**src/rtl/fifo_video_reader.sv**
```systemverilog
// -----------------------------------------------------------------------------
// fifo_video_reader
//
// Read-side consumer of the prefetch sync FIFO. It generates raster timing
// (hs/vs/de) and pops one pixel from the FIFO for every active-video cycle.
// When the FIFO is empty during active video, the timing keeps running.
// A fill pixel is driven instead, and the event is recorded in a sticky flag
// and in a saturating counter.
//
// Ports
//   rd_clk        in   1       clock
//   rd_rst        in   1       asynchronous, active-high reset
//   enable        in   1       start/continue streaming, acted on at frame boundaries
//   uf_clr        in   1       synchronous clear of uf_sticky / uf_count
//   fifo_rd_data  in   DATA_W  FIFO head word (valid when fifo_rd_vld=1)
//   fifo_rd_vld   in   1       FIFO holds a word
//   fifo_rd_en    out  1       pop request (combinational, = internal de)
//   vid_data      out  DATA_W  output pixel
//   vid_de        out  1       active-video qualifier
//   vid_hs        out  1       horizontal sync (active level HS_POL)
//   vid_vs        out  1       vertical sync (active level VS_POL)
//   frame_done    out  1       pulse aligned with the outputs of the last frame cycle
//   uf_sticky     out  1       set on any underflow
//   uf_count      out  16      saturating underflow counter
// -----------------------------------------------------------------------------
module fifo_video_reader #(
  parameter int unsigned      DATA_W   = 24,
  parameter int unsigned      H_ACTIVE = 1280,
  parameter int unsigned      H_FP     = 110,
  parameter int unsigned      H_SYNC   = 40,
  parameter int unsigned      H_BP     = 220,
  parameter int unsigned      V_ACTIVE = 720,
  parameter int unsigned      V_FP     = 5,
  parameter int unsigned      V_SYNC   = 5,
  parameter int unsigned      V_BP     = 20,
  parameter bit               HS_POL   = 1'b1,
  parameter bit               VS_POL   = 1'b1,
  parameter logic [DATA_W-1:0] UF_PIXEL = '0
) (
  input  logic              rd_clk,
  input  logic              rd_rst,
  input  logic              enable,
  input  logic              uf_clr,
  input  logic [DATA_W-1:0] fifo_rd_data,
  input  logic              fifo_rd_vld,
  output logic              fifo_rd_en,
  output logic [DATA_W-1:0] vid_data,
  output logic              vid_de,
  output logic              vid_hs,
  output logic              vid_vs,
  output logic              frame_done,
  output logic              uf_sticky,
  output logic [15:0]       uf_count
);

  localparam int unsigned H_TOTAL = H_ACTIVE + H_FP + H_SYNC + H_BP;
  localparam int unsigned V_TOTAL = V_ACTIVE + V_FP + V_SYNC + V_BP;
  localparam int unsigned HW      = $clog2(H_TOTAL);
  localparam int unsigned VW      = $clog2(V_TOTAL);

  localparam logic [HW-1:0] H_LAST   = HW'(H_TOTAL - 1);
  localparam logic [HW-1:0] H_ACT    = HW'(H_ACTIVE);
  localparam logic [HW-1:0] HS_START = HW'(H_ACTIVE + H_FP);
  localparam logic [HW-1:0] HS_END   = HW'(H_ACTIVE + H_FP + H_SYNC);
  localparam logic [VW-1:0] V_LAST   = VW'(V_TOTAL - 1);
  localparam logic [VW-1:0] V_ACT    = VW'(V_ACTIVE);
  localparam logic [VW-1:0] VS_START = VW'(V_ACTIVE + V_FP);
  localparam logic [VW-1:0] VS_END   = VW'(V_ACTIVE + V_FP + V_SYNC);

  typedef enum logic [1:0] {
    S_IDLE = 2'd0,
    S_WAIT = 2'd1,
    S_RUN  = 2'd2
  } state_t;

  state_t        state, state_nxt;
  logic [HW-1:0] h_cnt, h_nxt;
  logic [VW-1:0] v_cnt, v_nxt;

  logic run_p0, h_end_p0, v_end_p0;
  logic de_p0, hs_p0, vs_p0, fd_p0, uf_p0;

  function automatic logic [15:0] sat_inc(input logic [15:0] c);
    return (c == 16'hFFFF) ? c : c + 16'd1;
  endfunction

  // ---- stage p0: state machine and raster counters ----
  always_ff @(posedge rd_clk or posedge rd_rst) begin
    if (rd_rst) begin
      state <= S_IDLE;
      h_cnt <= '0;
      v_cnt <= '0;
    end else begin
      state <= state_nxt;
      h_cnt <= h_nxt;
      v_cnt <= v_nxt;
    end
  end

  assign run_p0   = (state == S_RUN);
  assign h_end_p0 = (h_cnt == H_LAST);
  assign v_end_p0 = (v_cnt == V_LAST);

  // Counters are parked at 0 outside RUN so the first RUN cycle is (0,0).
  // enable is only acted upon at the frame end while running, so dropping it
  // mid-frame never truncates the raster.
  always_comb begin
    state_nxt = state;
    h_nxt     = '0;
    v_nxt     = '0;
    case (state)
      S_IDLE: begin
        if (enable) state_nxt = S_WAIT;
      end
      S_WAIT: begin
        if (!enable)         state_nxt = S_IDLE;
        else if (fifo_rd_vld) state_nxt = S_RUN;
      end
      S_RUN: begin
        if (h_end_p0) begin
          if (v_end_p0) begin
            if (!enable) state_nxt = S_IDLE;
          end else begin
            v_nxt = v_cnt + VW'(1);
          end
        end else begin
          h_nxt = h_cnt + HW'(1);
          v_nxt = v_cnt;
        end
      end
      default: state_nxt = S_IDLE;
    endcase
  end

  assign de_p0 = run_p0 && (h_cnt < H_ACT) && (v_cnt < V_ACT);
  assign hs_p0 = run_p0 && (h_cnt >= HS_START) && (h_cnt < HS_END);
  assign vs_p0 = run_p0 && (v_cnt >= VS_START) && (v_cnt < VS_END);
  assign fd_p0 = run_p0 && h_end_p0 && v_end_p0;
  // An empty FIFO in active video does not stall timing; the pop is simply
  // suppressed by the FIFO because rd_vld is low.
  assign uf_p0 = de_p0 && !fifo_rd_vld;

  assign fifo_rd_en = de_p0;

  // ---- stage p1: registered video outputs and underflow bookkeeping ----
  always_ff @(posedge rd_clk or posedge rd_rst) begin
    if (rd_rst) begin
      vid_data   <= '0;
      vid_de     <= 1'b0;
      vid_hs     <= ~HS_POL;
      vid_vs     <= ~VS_POL;
      frame_done <= 1'b0;
      uf_sticky  <= 1'b0;
      uf_count   <= 16'd0;
    end else begin
      vid_de     <= de_p0;
      vid_hs     <= hs_p0 ? HS_POL : ~HS_POL;
      vid_vs     <= vs_p0 ? VS_POL : ~VS_POL;
      frame_done <= fd_p0;
      if (de_p0) begin
        vid_data <= fifo_rd_vld ? fifo_rd_data : UF_PIXEL;
      end
      // A clear request beats an underflow in the same cycle.
      if (uf_clr) begin
        uf_sticky <= 1'b0;
        uf_count  <= 16'd0;
      end else if (uf_p0) begin
        uf_sticky <= 1'b1;
        uf_count  <= sat_inc(uf_count);
      end
    end
  end

endmodule
```
**config.mk**
```make
export PLATFORM = sky130hd
export DESIGN_NAME = fifo_video_reader
export DESIGN_NICKNAME = d
export VERILOG_FILES = /design/src/rtl/fifo_video_reader.sv
export SDC_FILE = /design/constraint.sdc
export NUM_CORES = 1
export LEC_CHECK = 0
export CORE_MARGIN = 2
export CORE_UTILIZATION = 50
export CTS_CLUSTER_SIZE = 14
export DETAILED_ROUTE_END_ITERATION = 6
export GPL_TIMING_DRIVEN = 0
export PLACE_DENSITY = 0.79
export SYNTH_ARGS = -nofsm -noshare
export SYNTH_HDL_FRONTEND = slang
export SYNTH_SLANG_ARGS = --single-unit
```
**constraint.sdc**
```tcl
create_clock -name rd_clk -period 2.4 [get_ports rd_clk]
set_clock_uncertainty 0.1 [all_clocks]
set_input_delay 0.48 -clock rd_clk [delete_from_list [all_inputs] [get_ports rd_clk]]
set_output_delay 0.48 -clock rd_clk [all_outputs]
set_load 0.03 [all_outputs]
```
==> impl_metrics.py <==
metrics = {
    "synth": {
        "synth-main-ff-cell": "dfrtp_1",
        "synth_area_per_cell_um2": 9.519,
        "synth_cell_type_count": 42,
        "synth.yosys.seq_area_share_pct": 50.78,
        "synth_area_leader_cell": "dfrtp_1",
        "yosysWarnings": 0,
        "synthCells": 352,
        "syn_area_um2": 3351,
        "synthArstFlopShare_pct": 100.0,
        "synth_most_common_cell": "dfrtp_1",
        "synthTopCellsByArea": "dfrtp_1 (51%), nand2_1 (7.3%), nor2_1 (4.7%)",
        "synth_common_cells": "dfrtp_1 (68), nand2_1 (65), nor2_1 (42), o21ai_0 (30), clkbuf_1 (14)",
        "synth-seq-cells": 68,
        "synth.top_cell.area_share_pct": 50.78,
        "syn_nets": 387,
        "synth_edf_count": 0,
    },
    "power": {
        "p_leak_nw": 1.802,
        "irDropWorstVdd_mv": 0.5549,
        "p_per_area_nw_per_um2": 728.0,
    },
    "outcome": {
        "status": "finished with violations",
        "violations": "design-rule violations",
    },
    "clocking": {
        "clkSlewWorstSetupHoldPaths_ps": 70,
        "numCtsBuffers": 9,
        "h-tree-depth": 3,
        "cts_tree": "built",
        "clkLatencyLatePin_ps": 350,
        "clock-sinks": 68,
        "root_buffer": "clkbuf_8",
        "clock_path_buffers": 2,
        "cts-hold-fix-buffers": 0,
    },
    "critical_path": {
        "critPathSlowestCell": "clkdlybuf4s15_1",
        "crit_type": "register to register",
        "path_max_fanout": 10,
        "path_buf_inv": 1,
        "crit_path_end_kind": "register",
        "required_ps": 2510,
        "start_kind": "register",
        "cp_slowest_stage_delay_ps": 610,
        "cpMostUsedCell": "nor2_1",
        "worstPathArrival_ps": 2480,
        "cp_top_family": "buffers and inverters",
        "cp_cell_sequence": "nand3_1 -> nor2_1 -> clkdlybuf4s15_1 -> a2111oi_2 -> xnor2_1 -> nor2_1",
    },
    "place": {
        "dp_slack_ps": -639.4,
        "dp.final_hpwl_um": 5327,
        "gp_congestion": 0.8281,
        "post-place-cells": 501,
        "port_buffers": 72,
    },
    "sta": {
        "setup_viol": 0,
        "slew_headroom_pct": 45.24,
        "worst_slew_pin_slew_ps": 821.4,
        "fin_crit_ps": 2369,
        "final-max-slew-violation-count": 0,
        "fin_crit_sh_pct": 98.73,
        "fmax_mhz": 422.0,
        "setup_ws_ps": 30.53,
        "hold_viol_final": 0,
    },
    "floorplanning": {
        "rows": 29,
        "io_pins": 75,
        "coreArea_um2": 6422,
        "die_w_um": 85.86,
        "chipHeight_um": 85.86,
        "initial_core_util_pct": 52.17,
        "die_area_um2": 7372,
    },
    "route": {
        "viasPerCell": 5.622,
        "wirelength_um": 7939,
        "route.detailed.drc": 4,
        "drt_first_iter_violations": 205,
        "firstDrtPassIters": 7,
        "dr_total_vias": 2918,
        "drt-wirelength-per-cell_um": 15.30,
        "route.antenna.remaining_nets": 0,
    },
    "cells_and_area": {
        "layoutNonFillerInstCount": 519,
        "synthToLayoutAreaGrowth_pct": 34.47,
        "final_net_count": 472,
        "drive_gt1_share_pct": 9.502,
        "fill_cells": 501,
        "num_antenna_cells": 0,
    },
    "hold_path": {
        "hold_path_class": "register to register",
    },
    "global_routing": {
        "overflow": 0,
        "antenna_found_initial": 0,
        "grt_usage_pct": 22.40,
        "first_global_vias": 2815,
        "grt_pass1_wl_um": 13030,
        "grt_max_degree": 69,
    },
    "flow_run": {
        "cap_viol_max_count": 0,
    },
}
[per-layer routing]
metal / up-vias / track usage, % / routed length, um
li1: 1381 / - / -
met1: 1415 / 30.47 / 3413
met2: 99 / 33.40 / 3830
met3: 23 / 4.812 / 421
met4: 0 / 12.41 / 273
met5: - / 0 / 0
[cell usage in the layout (no fill, tap or decap), types with 2 or more instances in the layout]
cell type	n
nand2b_1	4
ha_1	6
buf_1	2
clkbuf_1	13
and4_1	4
or3_1	5
nor2_1	42
a21oi_1	9
nand2_1	65
a22oi_1	2
clkbuf_8	11
a21o_1	2
a31oi_1	2
nand4_1	7
a211oi_1	2
and3_1	6
clkinv_2	2
o21ai_0	29
a31o_2	2
mux2i_1	2
clkdlybuf4s50_1	71
xor2_1	11
nand3_1	13
nor4_1	5
buf_4	5
dfrtp_1	68
nand4b_1	2
nand3b_1	3
a2111oi_4	7
inv_1	6
xnor2_1	12
[worst min-delay path: stages, from the launching register on]
cell and delay [ps]:
dfrtp_1 340, nand2_1 40, o21ai_0 60
[sequential cells by signal, summed over array words and instances (netlist names)]
signal and count:
vid_hs 1, h_cnt 11, vid_vs 1, vid_de 1
v_cnt 10, state 2, uf_count 16, frame_done 1
uf_sticky 1, vid_data 24
[repair_timing]
| item | in CTS | in global routing |
|---|---|---|
| gates resized for setup | 7 | 12 |
| setup endpoints to repair | 1 | 13 |
| buffers inserted | 3 | 1 |
| pin swaps | 1 | 0 |
[report_power, final]
part,leakage (nW),internal (mW),switching (mW),total (mW)
clock,0.102,0.533,0.424,0.957
sequential,0.918,1.30,0.0881,1.39
combinational,0.781,0.374,0.557,0.931
[path summary, 6_finish.rpt]
path | end | slack [ps] | from | depth (start not counted)
setup / recovery | uf_count[3] | 30 | uf_count[12] | 6
hold / removal | vid_data[5] | 380 | vid_data[5] | 2
setup reg to reg | uf_count[3] | 30 | uf_count[12] | 6
hold reg to reg | vid_data[5] | 380 | vid_data[5] | 2
max in group asynchronous | uf_count[12] | 1110 | rd_rst | 2
min in group asynchronous | v_cnt[3] | 540 | rd_rst | 2
[through the flow]
stage / area (um^2) / hold slack [ps] / setup TNS [ps] / power [mW] / util, %
6_report: 4506 / 384.3 / 0 / 3.280 / 70.15
4_1_cts: 4403 / 386.3 / 0 / 3.296 / 68.56
3_3_place_gp: 4168 / 361.9 / -70560 / 2.320 / 64.89
3_5_place_dp: 4170 / 370.9 / -639.4 / 2.336 / 64.93
2_1_floorplan: 3351 / 360.7 / 0 / 1.901 / -
5_1_grt: 4506 / 411.9 / -692.9 / 3.437 / 70.15
[logic make-up (layout without fill, tap and decap cells)]
| logic type | count (synthesis) | after routing | share of synthesized area (%) |
|---|---|---|---|
| buf+inv | 27 | 117 | 3.323 |
| xor+xnor | 23 | 23 | 6.012 |
| compound gates | 63 | 63 | 14.19 |
| simple gates | 163 | 163 | 22.85 |
| fa+ha+maj | 6 | 6 | 2.240 |
| mux | 2 | 2 | 0.5975 |
| flops | 68 | 68 | 50.78 |
[final cells by class]
| cell class | instances | area, um^2 | share of cell area, % |
|---|---|---|---|
| multi-input combinational | 257 | 1630 | 36.18 |
| clock buffer | 12 | 155.1 | 3.443 |
| timing repair buffer | 76 | 750.7 | 16.66 |
| buffer | 18 | 95.09 | 2.111 |
| tap | 77 | 96.34 | 2.138 |
| clock inverter | 4 | 47.55 | 1.055 |
| sequential | 68 | 1702 | 37.77 |
| inverter | 7 | 28.78 | 0.6387 |
No activity file was read; power rests on OpenSTA's default activity.
